$ cat config.mk
export PLATFORM = sky130hd
export DESIGN_NAME = multicycle_control_unit_flat
export DESIGN_NICKNAME = d
export VERILOG_FILES = /design/src/rtl/multicycle_control_unit_pkg.sv /design/src/rtl/multicycle_control_unit_if.sv /design/src/rtl/multicycle_control_unit_ctrl_decoder.sv /design/src/rtl/multicycle_control_unit.sv /design/src/flat_wrapper.sv
export SDC_FILE = /design/constraint.sdc
export NUM_CORES = 1
export LEC_CHECK = 0
export CORE_MARGIN = 2
export CORE_UTILIZATION = 42
export CTS_CLUSTER_DIAMETER = 40
export CTS_CLUSTER_SIZE = 40
export DETAILED_ROUTE_END_ITERATION = 12
export GPL_TIMING_DRIVEN = 0
export PLACE_DENSITY = 0.86
export SLEW_MARGIN = 20
export SYNTH_ARGS = -nofsm -noshare
export SYNTH_HDL_FRONTEND = slang
export SYNTH_HIERARCHICAL = 1
export SYNTH_SLANG_ARGS = --single-unit
$ cat constraint.sdc
create_clock -name clk -period 5 [get_ports clk]
set_input_delay 1 -clock clk [delete_from_list [all_inputs] [get_ports clk]]
set_output_delay 1 -clock clk [all_outputs]
set_load 0.005 [all_outputs]
$ cat src/rtl/multicycle_control_unit_pkg.sv
// Shared types and encodings for the KGP-RISC multi-cycle control unit.
// Holds the state and class enumerations, the opcode map and the mux-select codes.
package kgp_ctrl_pkg;

    typedef enum logic [2:0] {
        ST_IDLE   = 3'd0,
        ST_FETCH  = 3'd1,
        ST_DECODE = 3'd2,
        ST_EXEC   = 3'd3,
        ST_MEM    = 3'd4,
        ST_WB     = 3'd5,
        ST_HALT   = 3'd6
    } state_t;

    typedef enum logic [2:0] {
        CLS_ALU_R   = 3'd0,
        CLS_ALU_I   = 3'd1,
        CLS_LW      = 3'd2,
        CLS_SW      = 3'd3,
        CLS_BR      = 3'd4,
        CLS_JMP     = 3'd5,
        CLS_HALT    = 3'd6,
        CLS_ILLEGAL = 3'd7
    } cls_t;

    localparam int OPC_ALU_R = 0;
    localparam int OPC_ALU_I = 1;
    localparam int OPC_LW    = 2;
    localparam int OPC_SW    = 3;
    localparam int OPC_BR    = 5;
    localparam int OPC_JMP   = 7;
    // -1 truncates to all ones at whatever opcode width the decoder uses
    localparam int OPC_HALT  = -1;

    localparam int ALU_ADD = 0;

    localparam logic [1:0] REGDST_RT = 2'b00;
    localparam logic [1:0] REGDST_RD = 2'b01;
    localparam logic [1:0] REGDST_RA = 2'b10;

    localparam logic [1:0] M2R_ALU = 2'b00;
    localparam logic [1:0] M2R_MEM = 2'b01;
    localparam logic [1:0] M2R_PC  = 2'b10;

endpackage

$ cat src/rtl/multicycle_control_unit_if.sv
// Instruction-register, memory-handshake and datapath-control bundle.
// The control unit is the master; the datapath/memory side is the slave.
interface multicycle_control_unit_if #(
    parameter int OPC_W   = 6,
    parameter int FUNC_W  = 5,
    parameter int ALUOP_W = 5
);
    logic [OPC_W-1:0]   opcode;
    logic [FUNC_W-1:0]  func;
    logic               mem_ack;

    logic               mem_req;
    logic               mem_ifetch;
    logic               irWrite;
    logic               pcWrite;
    logic [1:0]         regDst;
    logic               regWrite;
    logic               memRead;
    logic               memWrite;
    logic [1:0]         memToReg;
    logic               ALUsrc;
    logic [ALUOP_W-1:0] ALUop;
    logic               ALUsel;
    logic               branch;
    logic               jumpAddr;
    logic               lblSel;

    modport master (
        input  opcode, func, mem_ack,
        output mem_req, mem_ifetch, irWrite, pcWrite, regDst, regWrite,
               memRead, memWrite, memToReg, ALUsrc, ALUop, ALUsel,
               branch, jumpAddr, lblSel
    );

    modport slave (
        output opcode, func, mem_ack,
        input  mem_req, mem_ifetch, irWrite, pcWrite, regDst, regWrite,
               memRead, memWrite, memToReg, ALUsrc, ALUop, ALUsel,
               branch, jumpAddr, lblSel
    );
endinterface

$ cat src/rtl/multicycle_control_unit_ctrl_decoder.sv
// Combinational opcode/func decoder: instruction class plus the steering fields
// that the FSM captures during DECODE.
module ctrl_decoder
    import kgp_ctrl_pkg::*;
#(
    parameter int OPC_W   = 6,
    parameter int FUNC_W  = 5,
    parameter int ALUOP_W = 5
) (
    input  logic [OPC_W-1:0]   opcode_i,
    input  logic [FUNC_W-1:0]  func_i,
    output cls_t               cls_o,
    output logic [1:0]         regDst_o,
    output logic [1:0]         memToReg_o,
    output logic               aluSrc_o,
    output logic [ALUOP_W-1:0] aluOp_o,
    output logic               aluSel_o,
    output logic               branch_o,
    output logic               jumpAddr_o,
    output logic               lblSel_o,
    output logic               link_o
);

    always_comb begin
        cls_o      = CLS_ILLEGAL;
        regDst_o   = REGDST_RT;
        memToReg_o = M2R_ALU;
        aluSrc_o   = 1'b0;
        aluOp_o    = ALUOP_W'(ALU_ADD);
        aluSel_o   = 1'b0;
        branch_o   = 1'b0;
        jumpAddr_o = 1'b0;
        lblSel_o   = 1'b0;
        link_o     = 1'b0;

        // HALT is tested first so it wins if a narrow opcode aliases another class
        if (opcode_i == OPC_W'(OPC_HALT)) begin
            cls_o = CLS_HALT;
        end else begin
            case (opcode_i)
                OPC_W'(OPC_ALU_R): begin
                    cls_o    = CLS_ALU_R;
                    aluOp_o  = ALUOP_W'(func_i);
                    regDst_o = REGDST_RD;
                end
                OPC_W'(OPC_ALU_I): begin
                    cls_o    = CLS_ALU_I;
                    aluOp_o  = ALUOP_W'(func_i);
                    aluSrc_o = 1'b1;
                end
                OPC_W'(OPC_LW): begin
                    cls_o      = CLS_LW;
                    aluSrc_o   = 1'b1;
                    memToReg_o = M2R_MEM;
                end
                OPC_W'(OPC_SW): begin
                    cls_o    = CLS_SW;
                    aluSrc_o = 1'b1;
                end
                OPC_W'(OPC_BR): begin
                    cls_o    = CLS_BR;
                    aluSel_o = 1'b1;
                    branch_o = 1'b1;
                    aluOp_o  = ALUOP_W'(func_i);
                end
                OPC_W'(OPC_JMP): begin
                    cls_o      = CLS_JMP;
                    jumpAddr_o = 1'b1;
                    lblSel_o   = 1'b1;
                    link_o     = func_i[0];
                    if (func_i[0]) begin
                        regDst_o   = REGDST_RA;
                        memToReg_o = M2R_PC;
                    end
                end
                default: cls_o = CLS_ILLEGAL;
            endcase
        end
    end

endmodule

$ cat src/rtl/multicycle_control_unit.sv
// Multi-cycle KGP-RISC control unit: FETCH/DECODE/EXEC/MEM/WB sequencer over a shared memory.
// Define MCU_PERF_CNT_EN to build the instruction and cycle performance counters.
module multicycle_control_unit
    import kgp_ctrl_pkg::*;
#(
    parameter int OPC_W   = 6,
    parameter int FUNC_W  = 5,
    parameter int ALUOP_W = 5,
    parameter int CNT_W   = 32
) (
    input  logic                      clk,
    input  logic                      rst,
    multicycle_control_unit_if.master bus,
    output logic                      illegal,
    output logic                      halted,
    output logic [2:0]                state_o,
    output logic [CNT_W-1:0]          instr_cnt,
    output logic [CNT_W-1:0]          cycle_cnt
);

    state_t             state_q, state_d;
    cls_t               cls_q;
    logic [1:0]         regDst_q, memToReg_q;
    logic               aluSrc_q, aluSel_q, branch_q, jumpAddr_q, lblSel_q, link_q;
    logic [ALUOP_W-1:0] aluOp_q;

    cls_t               decCls;
    logic [1:0]         decRegDst, decMemToReg;
    logic               decAluSrc, decAluSel, decBranch, decJumpAddr, decLblSel, decLink;
    logic [ALUOP_W-1:0] decAluOp;

    ctrl_decoder #(
        .OPC_W   (OPC_W),
        .FUNC_W  (FUNC_W),
        .ALUOP_W (ALUOP_W)
    ) u_decoder (
        .opcode_i   (bus.opcode),
        .func_i     (bus.func),
        .cls_o      (decCls),
        .regDst_o   (decRegDst),
        .memToReg_o (decMemToReg),
        .aluSrc_o   (decAluSrc),
        .aluOp_o    (decAluOp),
        .aluSel_o   (decAluSel),
        .branch_o   (decBranch),
        .jumpAddr_o (decJumpAddr),
        .lblSel_o   (decLblSel),
        .link_o     (decLink)
    );

    always_comb begin
        state_d = state_q;
        case (state_q)
            ST_IDLE:  state_d = ST_FETCH;
            ST_FETCH: if (bus.mem_ack) state_d = ST_DECODE;
            ST_DECODE: begin
                case (decCls)
                    CLS_HALT:    state_d = ST_HALT;
                    CLS_ILLEGAL: state_d = ST_FETCH;
                    default:     state_d = ST_EXEC;
                endcase
            end
            ST_EXEC: begin
                case (cls_q)
                    CLS_LW, CLS_SW: state_d = ST_MEM;
                    CLS_BR:         state_d = ST_FETCH;
                    CLS_JMP: begin
                        if (link_q) state_d = ST_WB;
                        else        state_d = ST_FETCH;
                    end
                    default:        state_d = ST_WB;
                endcase
            end
            ST_MEM: begin
                if (bus.mem_ack) begin
                    if (cls_q == CLS_LW) state_d = ST_WB;
                    else                 state_d = ST_FETCH;
                end
            end
            ST_WB:   state_d = ST_FETCH;
            ST_HALT: state_d = ST_HALT;
            default: state_d = ST_IDLE;
        endcase
    end

    // Decoder result is captured only in DECODE, so IR changes elsewhere cannot leak in
    always_ff @(posedge clk or posedge rst) begin
        if (rst) begin
            state_q    <= ST_IDLE;
            cls_q      <= CLS_ALU_R;
            regDst_q   <= 2'b00;
            memToReg_q <= 2'b00;
            aluSrc_q   <= 1'b0;
            aluOp_q    <= '0;
            aluSel_q   <= 1'b0;
            branch_q   <= 1'b0;
            jumpAddr_q <= 1'b0;
            lblSel_q   <= 1'b0;
            link_q     <= 1'b0;
        end else begin
            state_q <= state_d;
            if (state_q == ST_DECODE) begin
                cls_q      <= decCls;
                regDst_q   <= decRegDst;
                memToReg_q <= decMemToReg;
                aluSrc_q   <= decAluSrc;
                aluOp_q    <= decAluOp;
                aluSel_q   <= decAluSel;
                branch_q   <= decBranch;
                jumpAddr_q <= decJumpAddr;
                lblSel_q   <= decLblSel;
                link_q     <= decLink;
            end
        end
    end

    always_comb begin
        bus.mem_req    = 1'b0;
        bus.mem_ifetch = 1'b0;
        bus.irWrite    = 1'b0;
        bus.pcWrite    = 1'b0;
        bus.regWrite   = 1'b0;
        bus.memRead    = 1'b0;
        bus.memWrite   = 1'b0;
        bus.branch     = 1'b0;
        bus.jumpAddr   = 1'b0;
        bus.regDst     = 2'b00;
        bus.memToReg   = 2'b00;
        bus.ALUsrc     = 1'b0;
        bus.ALUop      = '0;
        bus.ALUsel     = 1'b0;
        bus.lblSel     = 1'b0;
        illegal        = 1'b0;
        halted         = 1'b0;

        case (state_q)
            ST_FETCH: begin
                bus.mem_req    = 1'b1;
                bus.mem_ifetch = 1'b1;
                bus.irWrite    = bus.mem_ack;
                bus.pcWrite    = bus.mem_ack;
            end
            ST_DECODE: illegal = (decCls == CLS_ILLEGAL);
            ST_EXEC: begin
                bus.pcWrite  = (cls_q == CLS_BR) || (cls_q == CLS_JMP);
                bus.branch   = branch_q;
                bus.jumpAddr = jumpAddr_q;
            end
            ST_MEM: begin
                bus.mem_req  = 1'b1;
                bus.memRead  = (cls_q == CLS_LW);
                bus.memWrite = (cls_q == CLS_SW);
            end
            ST_WB:   bus.regWrite = 1'b1;
            ST_HALT: halted = 1'b1;
            default: ;
        endcase

        // Steering fields follow the latched instruction from EXEC to its last cycle
        if (state_q == ST_EXEC || state_q == ST_MEM || state_q == ST_WB) begin
            bus.regDst   = regDst_q;
            bus.memToReg = memToReg_q;
            bus.ALUsrc   = aluSrc_q;
            bus.ALUop    = aluOp_q;
            bus.ALUsel   = aluSel_q;
            bus.lblSel   = lblSel_q;
        end
    end

    assign state_o = state_q;

`ifdef MCU_PERF_CNT_EN
    logic [CNT_W-1:0] instrCnt_q, cycleCnt_q;
    logic             retire;

    // Retire on the step back to FETCH after a defined instruction, and on entering HALT
    assign retire = ((state_d == ST_FETCH) &&
                     (state_q == ST_EXEC || state_q == ST_MEM || state_q == ST_WB)) ||
                    ((state_d == ST_HALT) && (state_q == ST_DECODE));

    always_ff @(posedge clk or posedge rst) begin
        if (rst) begin
            instrCnt_q <= '0;
            cycleCnt_q <= '0;
        end else begin
            if (state_q != ST_IDLE && state_q != ST_HALT)
                cycleCnt_q <= cycleCnt_q + CNT_W'(1);
            if (retire)
                instrCnt_q <= instrCnt_q + CNT_W'(1);
        end
    end

    assign instr_cnt = instrCnt_q;
    assign cycle_cnt = cycleCnt_q;
`else
    assign instr_cnt = '0;
    assign cycle_cnt = '0;
`endif

endmodule

$ cat src/flat_wrapper.sv
// flat-port wrapper written by rule: the top's interface ports become plain ports
module multicycle_control_unit_flat import kgp_ctrl_pkg::*;
#(
    parameter int OPC_W   = 6,
    parameter int FUNC_W  = 5,
    parameter int ALUOP_W = 5,
    parameter int CNT_W   = 32
)
  (clk, rst, illegal, halted, state_o, instr_cnt, cycle_cnt, bus_opcode, bus_func, bus_mem_ack, bus_mem_req, bus_mem_ifetch, bus_irWrite, bus_pcWrite, bus_regDst, bus_regWrite, bus_memRead, bus_memWrite, bus_memToReg, bus_ALUsrc, bus_ALUop, bus_ALUsel, bus_branch, bus_jumpAddr, bus_lblSel);
  multicycle_control_unit_if #(.OPC_W(OPC_W), .FUNC_W(FUNC_W), .ALUOP_W(ALUOP_W)) bus_i ();
  input  logic clk;
  input  logic rst;
  output logic illegal;
  output logic halted;
  output logic [2:0] state_o;
  output logic [CNT_W-1:0] instr_cnt;
  output logic [CNT_W-1:0] cycle_cnt;
  input wire logic [$bits(bus_i.opcode)-1:0] bus_opcode;
  input wire logic [$bits(bus_i.func)-1:0] bus_func;
  input wire logic [$bits(bus_i.mem_ack)-1:0] bus_mem_ack;
  output wire logic [$bits(bus_i.mem_req)-1:0] bus_mem_req;
  output wire logic [$bits(bus_i.mem_ifetch)-1:0] bus_mem_ifetch;
  output wire logic [$bits(bus_i.irWrite)-1:0] bus_irWrite;
  output wire logic [$bits(bus_i.pcWrite)-1:0] bus_pcWrite;
  output wire logic [$bits(bus_i.regDst)-1:0] bus_regDst;
  output wire logic [$bits(bus_i.regWrite)-1:0] bus_regWrite;
  output wire logic [$bits(bus_i.memRead)-1:0] bus_memRead;
  output wire logic [$bits(bus_i.memWrite)-1:0] bus_memWrite;
  output wire logic [$bits(bus_i.memToReg)-1:0] bus_memToReg;
  output wire logic [$bits(bus_i.ALUsrc)-1:0] bus_ALUsrc;
  output wire logic [$bits(bus_i.ALUop)-1:0] bus_ALUop;
  output wire logic [$bits(bus_i.ALUsel)-1:0] bus_ALUsel;
  output wire logic [$bits(bus_i.branch)-1:0] bus_branch;
  output wire logic [$bits(bus_i.jumpAddr)-1:0] bus_jumpAddr;
  output wire logic [$bits(bus_i.lblSel)-1:0] bus_lblSel;
  assign bus_i.opcode = bus_opcode;
  assign bus_i.func = bus_func;
  assign bus_i.mem_ack = bus_mem_ack;
  assign bus_mem_req = bus_i.mem_req;
  assign bus_mem_ifetch = bus_i.mem_ifetch;
  assign bus_irWrite = bus_i.irWrite;
  assign bus_pcWrite = bus_i.pcWrite;
  assign bus_regDst = bus_i.regDst;
  assign bus_regWrite = bus_i.regWrite;
  assign bus_memRead = bus_i.memRead;
  assign bus_memWrite = bus_i.memWrite;
  assign bus_memToReg = bus_i.memToReg;
  assign bus_ALUsrc = bus_i.ALUsrc;
  assign bus_ALUop = bus_i.ALUop;
  assign bus_ALUsel = bus_i.ALUsel;
  assign bus_branch = bus_i.branch;
  assign bus_jumpAddr = bus_i.jumpAddr;
  assign bus_lblSel = bus_i.lblSel;
  multicycle_control_unit #(.OPC_W(OPC_W), .FUNC_W(FUNC_W), .ALUOP_W(ALUOP_W), .CNT_W(CNT_W)) u_core (.clk(clk), .rst(rst), .bus(bus_i), .illegal(illegal), .halted(halted), .state_o(state_o), .instr_cnt(instr_cnt), .cycle_cnt(cycle_cnt));
endmodule
==> flow_summary.ini <==
[logic_synthesis]
synth_xor_area_share_pct = 0
postSynthCellCount = 200
ys_warn_count = 6
synthMuxAreaShare_pct = 9.35
synth_top_family_by_area = buffers and inverters
ys_seq_area_share_pct = 29.1
synth_area_per_cell_um2 = 9.03
synth-simple-area-share_pct = 22.7
synth_cell_types = 31
synth_fa_ha_area_share_pct = 2.08
synth-compound-area-share_pct = 4.29
ys_ff_latch = 21
syn-cell-area_um2 = 1810

[setup_path]
crit_fanout = 6
rr_startpoint = u_core/state_o[0]$_DFFE_PP0P_
arrival_ns = 3.05
cp.required_ns = 4.00
end_kind = primary output
critPathKind = input pin to primary output
startpoint = bus_opcode[2]
critPathLaunchType = input pin

[timing]
fin_tns_setup_ns = 0
hold_ws_ns = 0.503
setup_viol = 0
fin_crit_sh_pct = 81.1
slew-limit-headroom_pct = 46.4
worst_pin_slew_ns = 0.804
rsz0062_at_grt = false
fmax_ghz = 0.247
slew_violations = 0
period_needed_ns = 4.05
hold_viol = 0
fin_worst_skew_ns = 0.000668

[routing]
ant_nets = 0
vias_per_cell = 3.84
vias = 1366
drt_iter0_drc = 57
wire_per_inst_um = 9.04
drt_wl_total_mm = 3.22
dr.pass1.iters = 4
drc = 0

[global_route]
grt_use_total_pct = 12.9
grt_overflow_total = 0
grt_pass1_wl_mm = 5.30
antenna_found_initial = 0
grt_pass1_vias = 1179
grt_max_degree = 22

[clocking]
cts.sinks = 21
htreeDepth = 1
cts_buffers = 3
ctsHoldBuffers = 0
clockRootBuffer = clkbuf_8
cts_resized = 0
clk_path_buf_depth = 2
cts_tree = yes
clkTransAtPathRegs_ns = 0.08
cts_setup_buffers = 0
clk_latency_ns = 0.26

[power]
p_leak_uw = 0.00137
peakVddDrop_mv = 0.160
power_density_nw_per_um2 = 269

[layout]
final_cell_mix = 67 x buf_4, 64 x conb_1, 39 x clkdlybuf4s50_1
final_common_cell = buf_4
n_antenna_cell = 0
final_nets = 324
syn2layout_area_growth_pct = 40.7
design_area_um2 = 2540
drive_gt1_share_pct = 33.0

[floorplan]
die-width_um = 69.6
die_h_um = 69.6
io_pins = 104
start_util_pct = 44.5
core_area_um2 = 4060
num_rows = 23
dieArea_um2 = 4840

[run_status]
status = finished, final reports clean

[hold_path]
hold_start = u_core/branch_q$_DFFE_PP0P_
hp-class = flop to flop

[placed_design]
post-dp-hpwl_mm = 2.68
numPortBuffers = 39
gp_congestion = 0.818
place_area_um2 = 2500

[job]
drv_cap = 0
[synth_stat cells]
cell,n,area [µm²]
or3_4,1,11.3
buf_4,67,503
nor2_1,6,22.5
dfrtp_1,21,526
nor3_1,6,30.0
o21bai_1,1,7.51
nand3_1,2,10.0
ha_1,3,37.5
nor3_2,2,20.0
nor4_1,2,12.5
and4b_1,1,10.0
a31oi_1,1,6.26
nor4_2,1,12.5
and3_1,1,6.26
mux2_2,15,169
buf_2,1,5.00
nand2_1,13,48.8
buf_6,4,45.0
or4_4,1,11.3
o31ai_1,1,7.51
and2_1,10,62.6
inv_1,8,30.0
o21ai_0,6,30.0
conb_1,1,3.75
o32ai_2,1,16.3
or3_1,1,6.26
nor2_2,2,12.5
nand2b_1,4,25.0
nor2b_1,13,81.3
nand2b_4,2,27.5
a21oi_1,2,10.0
[path summary, 6_finish.rpt]
path / end / slack [ns] / cells past startpoint
setup / recovery: illegal / 0.95 / 8
max in group asynchronous: u_core/aluOp_q[1]$_DFFE_PP0P_ / 3.31 / 2
hold / removal: u_core/branch_q$_DFFE_PP0P_ / 0.50 / 1
min in group asynchronous: u_core/state_o[2]$_DFFE_PP0P_ / 1.19 / 2
setup reg to reg: u_core/link_q$_DFFE_PP0P_ / 3.54 / 4
hold reg to reg: u_core/branch_q$_DFFE_PP0P_ / 0.50 / 1
[sequential cells by signal, summed over array words and instances (netlist names)]
| name | count |
|---|---|
| u_core/aluOp_q | 5 |
| u_core/cls_q | 3 |
| u_core/state_o | 3 |
| u_core/memToReg_q | 2 |
| u_core/regDst_q | 2 |
| u_core/aluSel_q | 1 |
| u_core/aluSrc_q | 1 |
| u_core/branch_q | 1 |
| u_core/jumpAddr_q | 1 |
| u_core/lblSel_q | 1 |
| u_core/link_q | 1 |
[logic make-up (layout without fill, tap and decap cells)]
logic type | Yosys count | count (layout)
buffers and inverters | 80 | 123
AND/OR/NAND/NOR | 68 | 68
flip-flops | 21 | 21
multiplexers | 15 | 15
AO/OA/AOI/OAI | 12 | 12
adder cells (fa/ha/maj) | 3 | 3
other | 1 | 64
[through the flow]
step	utilization (%)	total power [µW]	instances	setup slack (ns)
3_3_place_gp	61.5	569	352	0.963
3_5_place_dp	61.5	577	352	0.958
2_1_floorplan	-	456	263	2.03
4_1_cts	62.7	689	356	0.948
5_1_grt	62.7	741	356	0.719
6_report	62.7	685	356	0.946
[worst max-delay path: stages]
cell,delay (ns)
clkdlybuf4s50_1,0.52
or4_4,0.14
buf_6,0.11
o32ai_2,0.07
nor2_1,0.22
inv_1,0.08
nor4_1,0.34
clkdlybuf4s50_1,0.57
[routing by layer]
layer / vias up / GRT usage, % / part of all wire (%)
met5: - / 0 / 0
met4: 0 / 3.27 / 0.99
met3: 4 / 3.49 / 10
met2: 62 / 22.6 / 48
met1: 572 / 15.5 / 41
li1: 728 / - / -
[cell type report]
| cell class | instances | area (µm²) |
|---|---|---|
| fill | 357 | 1520 |
| multi-input combinational | 162 | 935 |
| buffer | 72 | 553 |
| sequential | 21 | 526 |
| timing repair buffer | 39 | 390 |
| tap | 50 | 62.6 |
| clock buffer | 3 | 41.3 |
| inverter | 8 | 30.0 |
| clock inverter | 1 | 5.00 |
[where the power goes]
part | leakage [µW] | switching, µW | total [µW] | internal [µW]
registers | 0.000280 | 31.0 | 237 | 206
clock network | 0.0000255 | 56.7 | 112 | 55.5
logic | 0.00106 | 152 | 336 | 184
(Power assumes the default switching activity.)
